--- config.mk ---
export PLATFORM = sky130hd
export DESIGN_NAME = clock_group_reset_sequencer
export DESIGN_NICKNAME = d
export VERILOG_FILES = /design/src/rtl/clock_group_reset_sequencer.sv
export SDC_FILE = /design/constraint.sdc
export NUM_CORES = 1
export LEC_CHECK = 0
export ABC_AREA = 1
export CORE_MARGIN = 8
export CORE_UTILIZATION = 47
export DETAILED_ROUTE_END_ITERATION = 10
export PLACE_DENSITY_LB_ADDON = 0.3
export RECOVER_POWER = 50
export SYNTH_ARGS = -nofsm -noshare
export SYNTH_HDL_FRONTEND = slang
export SYNTH_SLANG_ARGS = --single-unit
--- constraint.sdc ---
create_clock -name clock -period 1.2 [get_ports clock]
set_clock_uncertainty 0.15 [all_clocks]
set_input_delay 0.24 -clock clock [delete_from_list [all_inputs] [get_ports clock]]
set_output_delay 0.24 -clock clock [all_outputs]
set_load 0.01 [all_outputs]
--- src/rtl/clock_group_reset_sequencer.sv ---
// clock_group_reset_sequencer
// Takes one group clock and its raw asynchronous reset. Reset deassertion is
// synchronised first. The member-domain resets are then released one at a time,
// in ascending index order, STAGGER_CYCLES apart. The block can also re-run the
// whole sequence when software requests it.
//
// Request semantics: io_sw_reset_req is a plain level with no handshake. It is
// sampled only while the FSM is in RUN. It is never queued, so a request seen in
// SYNC, HOLD or STAGGER has no effect. A level held high re-triggers the
// sequence at every entry to RUN.
//
// io_dbg_state exposes the FSM state: 0 = SYNC, 1 = HOLD, 2 = STAGGER, 3 = RUN.

`timescale 1ns/1ps

module clock_group_reset_sequencer #(
  parameter int NUM_MEMBERS    = 3,
  parameter int SYNC_STAGES    = 2,
  parameter int STAGGER_CYCLES = 4,
  parameter int HOLD_CYCLES    = 8
) (
  input  logic                   clock,
  input  logic                   reset,
  input  logic                   io_sw_reset_req,
  output logic [NUM_MEMBERS-1:0] io_member_reset,
  output logic                   io_all_released,
  output logic                   io_busy,
  output logic [1:0]             io_dbg_state
);

  localparam int CNT_MAX = (STAGGER_CYCLES > HOLD_CYCLES) ? STAGGER_CYCLES : HOLD_CYCLES;
  localparam int CNT_W   = $clog2(CNT_MAX + 1);
  localparam int IDX_W   = $clog2(NUM_MEMBERS + 1);

  localparam logic [CNT_W-1:0] STAG_LAST = CNT_W'(STAGGER_CYCLES - 1);
  localparam logic [CNT_W-1:0] HOLD_LAST = CNT_W'(HOLD_CYCLES - 1);
  localparam logic [IDX_W-1:0] IDX_LAST  = IDX_W'(NUM_MEMBERS - 1);

  typedef enum logic [1:0] {
    ST_SYNC    = 2'd0,
    ST_HOLD    = 2'd1,
    ST_STAGGER = 2'd2,
    ST_RUN     = 2'd3
  } state_e;

  state_e                 state_q, state_d;
  logic [CNT_W-1:0]       cnt_q, cnt_d;
  logic [IDX_W-1:0]       idx_q, idx_d;
  logic [NUM_MEMBERS-1:0] member_q, member_d;
  logic                   all_rel_q, all_rel_d;
  logic [SYNC_STAGES-1:0] sync_q;
  logic                   sync_rst;

  // Reset-release synchroniser: the flops are set asynchronously by reset, and a
  // zero shifts through them once reset has fallen.
  always_ff @(posedge clock or posedge reset) begin
    if (reset) begin
      sync_q <= '1;
    end else begin
      sync_q <= {sync_q[SYNC_STAGES-2:0], 1'b0};
    end
  end

  assign sync_rst = sync_q[SYNC_STAGES-1];

  // State, counter and output registers. Reset forces every member back into reset.
  always_ff @(posedge clock or posedge reset) begin
    if (reset) begin
      state_q   <= ST_SYNC;
      cnt_q     <= '0;
      idx_q     <= '0;
      member_q  <= '1;
      all_rel_q <= 1'b0;
    end else begin
      state_q   <= state_d;
      cnt_q     <= cnt_d;
      idx_q     <= idx_d;
      member_q  <= member_d;
      all_rel_q <= all_rel_d;
    end
  end

  // Next-state logic. Releases only ever clear member bits, and the only path that
  // sets them again is a software request taken in RUN.
  always_comb begin
    state_d   = state_q;
    cnt_d     = cnt_q;
    idx_d     = idx_q;
    member_d  = member_q;
    all_rel_d = all_rel_q;

    unique case (state_q)
      ST_SYNC, ST_HOLD: begin
        // SYNC waits for the synchronised reset to drop; HOLD waits for its count
        // to finish. Both then leave the same way: member 0 is released first.
        if ((state_q == ST_SYNC && !sync_rst) ||
            (state_q == ST_HOLD && cnt_q == HOLD_LAST)) begin
          member_d[0] = 1'b0;
          cnt_d       = '0;
          idx_d       = IDX_W'(1);
          if (NUM_MEMBERS == 1) begin
            state_d   = ST_RUN;
            all_rel_d = 1'b1;
          end else begin
            state_d   = ST_STAGGER;
          end
        end else if (state_q == ST_HOLD) begin
          cnt_d = cnt_q + CNT_W'(1);
        end
      end

      ST_STAGGER: begin
        if (cnt_q == STAG_LAST) begin
          for (int k = 0; k < NUM_MEMBERS; k++) begin
            if (idx_q == IDX_W'(k)) member_d[k] = 1'b0;
          end
          cnt_d = '0;
          idx_d = idx_q + IDX_W'(1);
          // Releasing the last member completes the sequence on this same edge.
          if (idx_q == IDX_LAST) begin
            state_d   = ST_RUN;
            all_rel_d = 1'b1;
          end
        end else begin
          cnt_d = cnt_q + CNT_W'(1);
        end
      end

      ST_RUN: begin
        if (io_sw_reset_req) begin
          member_d  = '1;
          all_rel_d = 1'b0;
          cnt_d     = '0;
          idx_d     = '0;
          state_d   = ST_HOLD;
        end
      end

      default: begin
        state_d = ST_SYNC;
      end
    endcase
  end

  assign io_member_reset = member_q;
  assign io_all_released = all_rel_q;
  assign io_busy         = ~all_rel_q;
  assign io_dbg_state    = state_q;

endmodule
==> summary.txt <==
Cells and area
  • Final Net Count: 130
  • Total non-filler cell area in the finished layout: 1130 um^2
  • Area Growth Syn to Fin: 49.7%
  • Fraction of layout cells with a size suffix above 1: around 45%
  • Antenna cell count: 0
  • Number of standard cells in the layout, taps in and fillers out: about 140
  • Fin util: 75.1%

Yosys
  • Share of synthesized flip-flops with an asynchronous set or reset: 100%
  • Netlist area before placement: 756 um^2
  • Portion of the post-synthesis area used by sequential elements: 47.2%
  • Number of enable flip-flop cells after synthesis: 0
  • Number of register bits inferred by synthesis: 14
  • Mapped Nets: 101
  • Dominant synthesized flop cell: dfrtp_1
  • Yosys warning count: 0
  • Mean post-synth cell area: 8.04 um^2
  • Number of distinct library cells after synthesis: 21
  • Post-Syn Instances: 94

Place
  • Final weighted congestion of routability-driven global placement: 0.791
  • Number of port buffers: 9
  • Number of placed instances with taps included: 130
  • Detailed placement HPWL: 1.33 mm
  • Post-Place Cell Area: ~1000 um^2
  • Post-place setup slack: -0.274 ns

Timing
  • RSZ-0062 raised after global routing: true
  • Hold Fails Final Rpt: 0
  • Number of setup violations in the final report: 19
  • Headroom to the max-slew limit: between 50% and 60%
  • Period minus WS final: 1.39 ns
  • Highest achievable clock rate: 718 MHz
  • Final count of pins violating max slew: 0
  • Measured slew at the worst slew-check pin: 0.626 ns
  • Period utilisation layout: 116%
  • Final setup margin: -0.193 ns

Setup path
  • Required time reported for the critical path endpoint: 1.23 ns
  • Reg-to-reg startpoint: cnt_q[0]
  • Crit path max fanout: 7
  • Data arrival time of the critical path: 1.43 ns
  • Worst r2r dst: idx_q[0]
  • Cell Chain, Critical Path: ha_4 -> inv_2 -> nor2_2 -> nand2_1 -> nand2_2 -> nand3_4 -> nand2_1 -> o21ai_1
  • Crit Path Class: reg2reg
  • Cell mode on critical path: nand2_1
  • Endpoint class of the critical path: flop
  • Startpoint kind of the worst setup timing path: flop
  • Depth of the most critical reg-to-reg path: 8
  • Register-to-register setup slack: -0.19 ns
  • Largest stage delay on the critical path: 0.40 ns
  • Highest-delay cell along the critical path: dfrtp_1

Worst hold path
  • Count of cells along the worst hold path: 0
  • Launch instance of the worst min-delay path: sync_q[0]
  • Kind of path behind the tightest hold check: reg2reg
  • Hold worst-path end: sync_q[1]

GRT
  • Largest net degree at the start of global routing: 15
  • Number of antenna violations at the first check in global routing: 0
  • Total overflow reported by the global router: 0
  • Global-route usage over all layers: 11.9%
  • Wire length of the first global-routing pass: between 3 and 4 mm
  • Via count of the first global-routing pass: 715

Clocking
  • Hold Buf Count CTS: 0
  • Clock root buffer: clkbuf_4
  • Clock input transition at the sequential cells of the worst setup and hold paths: 0.09 ns
  • CTS tree: done
  • Clock H-tree levels: 1
  • Max Root-Sink Buffers: 2
  • Number of buffers added by the clock tree synthesis step: 3
  • Latest clock arrival within the worst-skew pair: roughly 0.29 ns
  • CTS sink cnt: 14

Drt
  • Post-DRT Antenna Nets: 0
  • DR DRC count: 0
  • Detailed-route via count: 695
  • Vias per Instance: 5.04
  • Routed wire per std cell: 14.1 um
  • Total detailed-routing wirelength: between 1.5 and 2 mm
  • Starting DRT DRC Count: 19
  • Drt pass-1 iters: 4

Status
  • Violated checks: setup timing
  • Result of the run: finished with violations

Pwr
  • Logic gate share of total power: approximately 61%
  • Internal power: around 1.8 mW
  • Switching power summed over all nets: 1.36 mW
  • Clock network power share: 11.2%
  • Cell leakage power: 0.594 nW
  • Switching share of power: 43.2%
  • Power per cell area: 2790 nW/um^2
  • Worst vdd ir: 2040 uV
  • Register share of total power: 27.7%
  • Overall power after layout: 3.16 mW

Die
  • Core outline area: 1510 um^2
  • Initial Utilization: about 50%
  • Die Span Y: ~56 um
  • Count of standard-cell rows: 14
  • Die Area: about 3100 um^2
  • Horizontal extent of the die: 56.1 um
  • Top Ports: 10

Flow run
  • Number of max-cap violations: 0
[worst max path at each step]
stage / startpoint / endpoint / slack [ns] / depth (start not counted)
2_1_floorplan: cnt_q[1] / idx_q[0] / -0.06 / 8
3_3_place_gp: io_member_reset[0] / io_member_reset[0] / -0.23 / 1
3_5_place_dp: io_sw_reset_req / io_all_released / -0.27 / 6
4_1_cts: cnt_q[0] / idx_q[1] / -0.20 / 8
5_1_grt: cnt_q[0] / idx_q[0] / -0.30 / 8
6_report: cnt_q[0] / idx_q[0] / -0.19 / 8
[sequential cells by signal, indices dropped and copies added, names as in the netlist]
signal and flops:
io_all_released 1, cnt_q 4, idx_q 2, sync_q 2
io_member_reset 3, io_dbg_state 2
[timing repair]
item                                   in CTS  in global routing
setup endpoints to repair                  19                 19
endpoints found under the hold margin       0                  0
pin swaps                                   5                  9
buffers inserted                            2                  2
resized for setup                          51                 13
[routing by layer]
metal	global-route usage (%)	part of all wire, %
met4	3.44	1.0
met5	0	0
met2	21.7	55
met3	3.65	3.0
met1	12.6	41
[cell families (layout without fill, tap and decap cells)]
| group | count (synthesis) | count (layout) | share of synthesized area [%] |
|---|---|---|---|
| DFF | 14 | 14 | 47.2 |
| AOI/OAI and AO/OA | 7 | 7 | 5.30 |
| buffers and inverters | 18 | 46 | 9.11 |
| adders and majority gates | 4 | 4 | 6.62 |
| other | 1 | 1 | 0.496 |
| and+or+nand+nor | 50 | 50 | 31.3 |
[cells in the mapped netlist, types with 2 or more instances]
master / instances / area (um^2)
nand3_1: 5 / 25.0
dfstp_2: 5 / 131
o21ai_1: 3 / 15.0
nand2_2: 2 / 12.5
ha_1: 4 / 50.1
nand4_1: 2 / 12.5
nor2_1: 8 / 30.0
inv_1: 17 / 63.8
dfrtp_1: 9 / 225
nand2_1: 28 / 105
[area by class of cell]
class	count	area [um^2]
multi-input combinational	62	408
sequential	14	359
fill	98	375
timing repair buffer	24	230
clock buffer	4	36.3
inverter	18	77.6
tap	16	20.0
[per-stage QoR]
stage	hold WS [ns]	TNS, ns
after floorplan	-0.0245	-0.382
after global placement	0.196	-3.16
after detailed placement	0.206	-3.50
after CTS	0.132	-2.32
after global routing	0.220	-3.76
final	0.218	-2.62
[power by group through the flow]
stage / sequential (mW) / combinational (mW) / clock [mW]
3_3_place_gp: 0.807 / 1.45 / 0
2_1_floorplan: 0.889 / 0.790 / 0
3_5_place_dp: 0.823 / 1.52 / 0
6_report: 0.874 / 1.93 / 0.354
4_1_cts: 0.845 / 1.72 / 0.346
5_1_grt: 0.893 / 2.12 / 0.368
[critical path, delay by kind of cell (launching register included)]
kind | cells | cell delay (ns)
AO/OA/AOI/OAI | 1 | 0.06
adder cells (fa/ha/maj) | 1 | 0.17
buffers and inverters | 1 | 0.03
flip-flops | 1 | 0.40
AND/OR/NAND/NOR | 5 | 0.48
[cell usage in the layout, fill, tap and decap left out, drive strengths merged]
| cell type | count |
|---|---|
| a21oi | 1 |
| conb | 1 |
| clkinv | 1 |
| dfstp | 5 |
| inv | 17 |
| o21bai | 1 |
| nand2 | 31 |
| clkdlybuf4s50 | 2 |
| ha | 4 |
| o21ai | 4 |
| dfrtp | 9 |
| nor2 | 9 |
| buf | 21 |
| nand3 | 7 |
| nand4 | 2 |
| clkbuf | 4 |
| o21a | 1 |
| and2 | 1 |
| dlymetal6s2s | 1 |
(Power assumes the default switching activity.)
